$ cat config.mk
export PLATFORM = sky130hd
export DESIGN_NAME = edge_counter
export DESIGN_NICKNAME = d
export VERILOG_FILES = /design/src/rtl/test_sequencer_pkg.sv /design/src/rtl/test_sequencer_edge_counter.sv
export SDC_FILE = /design/constraint.sdc
export NUM_CORES = 1
export LEC_CHECK = 0
export BUFFER_PORTS_ARGS = -buffer_cell sky130_fd_sc_hd__buf_2
export CORE_MARGIN = 2
export CORE_UTILIZATION = 45
export CTS_CLUSTER_SIZE = 12
export DETAILED_ROUTE_END_ITERATION = 8
export GPL_ROUTABILITY_DRIVEN = 0
export GPL_TIMING_DRIVEN = 0
export PLACE_DENSITY = 0.78
export SYNTH_ARGS = -nofsm -noshare
export SYNTH_HDL_FRONTEND = slang
export SYNTH_SLANG_ARGS = --single-unit
$ cat constraint.sdc
create_clock -name clk_50mhz -period 2.2 [get_ports clk_50mhz]
set_input_delay 0.22 -clock clk_50mhz [delete_from_list [all_inputs] [get_ports clk_50mhz]]
set_output_delay 0.22 -clock clk_50mhz [all_outputs]
set_load 0.05 [all_outputs]
$ cat src/rtl/test_sequencer_pkg.sv
// Shared types and helpers for the test sequencer slice.
package test_seq_pkg;

  typedef enum logic [2:0] {
    ST_IDLE,
    ST_ARM,
    ST_RUN,
    ST_RELEASE,
    ST_GAP,
    ST_FINISH
  } seq_state_t;

  localparam int unsigned TOGGLE_CNT_W = 8;

  // Slot index width; a single slot still gets a 1-bit index.
  function automatic int unsigned idx_width(input int unsigned n);
    return (n <= 1) ? 1 : $clog2(n);
  endfunction

endpackage

$ cat src/rtl/test_sequencer_edge_counter.sv
// Saturating transition counter on a single synchronous line.
// `count` already includes a transition present in the current cycle,
// so a verdict taken on this cycle sees it.
module edge_counter
  import test_seq_pkg::*;
(
  input  logic                    clk_50mhz,
  input  logic                    reset,
  input  logic                    clr,
  input  logic                    en,
  input  logic                    sig,
  output logic [TOGGLE_CNT_W-1:0] count
);

  logic [TOGGLE_CNT_W-1:0] cnt_q;
  logic                    prev_sig;

  // Registered count plus this cycle's transition, held at all-ones.
  always_comb begin
    count = cnt_q;
    if ((sig != prev_sig) && (cnt_q != '1)) begin
      count = cnt_q + TOGGLE_CNT_W'(1);
    end
  end

  // Clear re-baselines on the current line level; enable tracks it.
  always_ff @(posedge clk_50mhz) begin
    if (reset) begin
      cnt_q    <= '0;
      prev_sig <= 1'b0;
    end else if (clr) begin
      cnt_q    <= '0;
      prev_sig <= sig;
    end else if (en) begin
      cnt_q    <= count;
      prev_sig <= sig;
    end
  end

endmodule

==> impl_metrics.csv <==
group,metric,value,unit
yosys,synthArstFlopShare,0,
sta,max_freq,0.485,GHz
floorplan,io_pins,13,
placed_design,hpwl,876,µm
global_route,antenna_found_initial,0,
global_route,overflow,0,
worst_setup_path,crit_type,"reg2out",
worst_setup_path,path_cells,"ha_2 > nand3_1 > or3b_1 > xnor2_1 > buf_2",
power_and_ir_drop,powerDensity,482,nW/µm²
clock_tree,cts_tree,"yes",
sta,fin_tns_setup,0,ps
worst_setup_path,arrival,1840,ps
sta,rsz0062_at_grt,"no",
yosys,syn_inst,68,
yosys,synth_area_leaders,"dfxtp_1 29%, xnor2_1 5.7%, o21ai_0 4.9%, nor2_1 4.9%, xor2_4 4.5%",
clock_tree,htree_levels,1,
yosys,synthMostInstantiatedCell,"dfxtp_1",
cells_and_area,fin_area,729,µm²
worst_setup_path,required,1980,ps
placed_design,port_buffers,11,
clock_tree,clkTransAtPathRegs,60,ps
floorplan,fp.coreArea,1280,µm²
cells_and_area,fin_nets,90,
clock_tree,clk_path_buf_depth,2,
worst_setup_path,endpoint_kind,"primary output",
yosys,syn-num-nets,74,
yosys,seq_area_frac_synth,0.293,
global_route,grt_max_degree,11,
floorplan,die_area,1680,µm²
sta,tightest_slew,320,ps
yosys,postSynthAreaPerCell,9.05,µm²
route,dr_total_vias,554,
clock_tree,ctsHoldBuffers,0,
yosys,synth-compound-area-share,0.171,
sta,final.setup.worst_slack,138,ps
global_route,track_usage,0.170,
yosys,synth_top_family_by_area,"simple AND/OR/NAND/NOR gates",
floorplan,start_util,0.479,
clock_tree,cts.sinks,9,
sta,drv_slew,0,
yosys,ys_types,31,
power_and_ir_drop,peakVddDrop,0.000313,V
yosys,yosys.area_share.simple,0.250,
route,dr.pass1.iters,2,
route,viasPerCell,5.65,
job,cap_viol_max_count,0,
cells_and_area,layout-drive-gt1-share,0.349,
floorplan,row_count,13,
sta,finalSetupViolCount,0,
global_route,grt_pass1_wl,1820,µm
yosys,synth_top_area_cell,"dfxtp_1",
yosys,ys_top_cells_by_count,"9 x dfxtp_1, 8 x nor2_1, 6 x o21ai_0",
clock_tree,numCtsBuffers,3,
yosys,netlist.area_leader.share,0.293,
route,drc,0,
yosys,netlist_area,616,µm²
yosys,synth-edff-count,0,
cells_and_area,syn_to_final_growth,18.5,%
power_and_ir_drop,power.leakage,0.303,nW
route,drt_wl_total,1160,µm
yosys,synthAdderAreaFrac,0.0203,
floorplan,fp.dieW,41.0,µm
yosys,synth-seq-cells,9,
worst_setup_path,max_stage_delay,410,ps
clock_tree,clkLatencyLatePin,260,ps
sta,hold_viol,0,
worst_setup_path,crit_fanout,5,
yosys,muxShareOfSynthArea,0.0691,
clock_tree,clock-root-buffer,"clkbuf_4",
placed_design,dpl_worst_slack,191,ps
route,wl_per_cell,11.8,µm
route,drt.antenna.violating_nets,0,
sta,fin_skew,0.287,ps
run_status,status,"completed",
sta,period_share,0.937,
clock_tree,cts_setup_buffers,0,
placed_design,dpl-instance-area,689,µm²
cells_and_area,diodes,0,
worst_setup_path,startpoint_type,"register",
global_route,grt_pass1_vias,429,
yosys,yosysWarnings,0,
hold_path,hold_path.class,"in2reg",
sta,period_minus_slack,2060,ps
floorplan,fp.dieH,41.0,µm
sta,maxSlewHeadroom,0.786,
worst_setup_path,slowest_stage,"or3b_1",
yosys,synth_xor_area_frac,0.144,
yosys,synth_flop_cell,"dfxtp_1",
route,drt_iter0_markers,5,
layer usage:
metal	vias to the layer above	routed length, µm	track usage
li1	282	-	-
met1	257	532	0.214
met2	11	552	0.254
met3	4	46	0.0489
met4	0	24	0.100
met5	-	0	0
sequential cells by signal (all words and copies together), names as in the netlist:
signal    count
cnt_q         8
prev_sig      1
placed cells by master (no fill, tap or decap), types with 3 or more instances in the layout:
master    instances
nand3_1           3
xor2_1            3
buf_2            10
xnor2_1           4
clkbuf_4          3
a21oi_1           3
buf_4             3
o21ai_0           5
nor2_1            8
nand2_1           4
dfxtp_1           9
cell type report:
class	count	area, µm²
clock buffer	4	26.3
buffer	3	28.8
fill	116	556
tap	15	18.8
sequential	9	180
inverter	1	3.75
multi-input combinational	55	414
timing repair buffer	11	57.6
critical path, delay by kind of cell, from the launching register on:
family	cells	cell delay, ps
buffers and inverters	1	270
XOR/XNOR	1	130
AND/OR/NAND/NOR	2	530
flip-flops	1	400
adder cells (fa/ha/maj)	1	250
through the flow:
stage | std cells | utilization | hold slack [ps] | total power [mW]
2_1_floorplan | 68 | - | 289 | 0.215
3_3_place_gp | 94 | 0.537 | 385 | 0.226
3_5_place_dp | 94 | 0.537 | 396 | 0.227
4_1_cts | 98 | 0.560 | 118 | 0.357
5_1_grt | 98 | 0.568 | 115 | 0.371
6_report | 98 | 0.568 | 122 | 0.352
cell families after synthesis:
group,count (synthesis)
adder cells (fa/ha/maj),1
AND/OR/NAND/NOR,27
multiplexers,4
AO/OA/AOI/OAI,15
XOR/XNOR,8
buffers and inverters,4
flip-flops,9
power breakdown:
part / switching, mW / internal (mW)
registers: 0.00302 / 0.165
clock network: 0.0578 / 0.0699
logic: 0.0355 / 0.0205
worst paths after layout:
check           start        to  slack, ps  depth (start not counted)
min reg2reg  prev_sig  prev_sig        540                          2
max          cnt_q[0]  count[4]        140                          5
min             reset  prev_sig        120                          2
max reg2reg  cnt_q[0]  cnt_q[7]        660                          5
timing repair:
item,4_1_cts,5_1_grt
resized for setup,2,4
pin swaps,0,1
endpoints found under the setup margin,1,5
No activity file was read; power rests on OpenSTA's default activity.
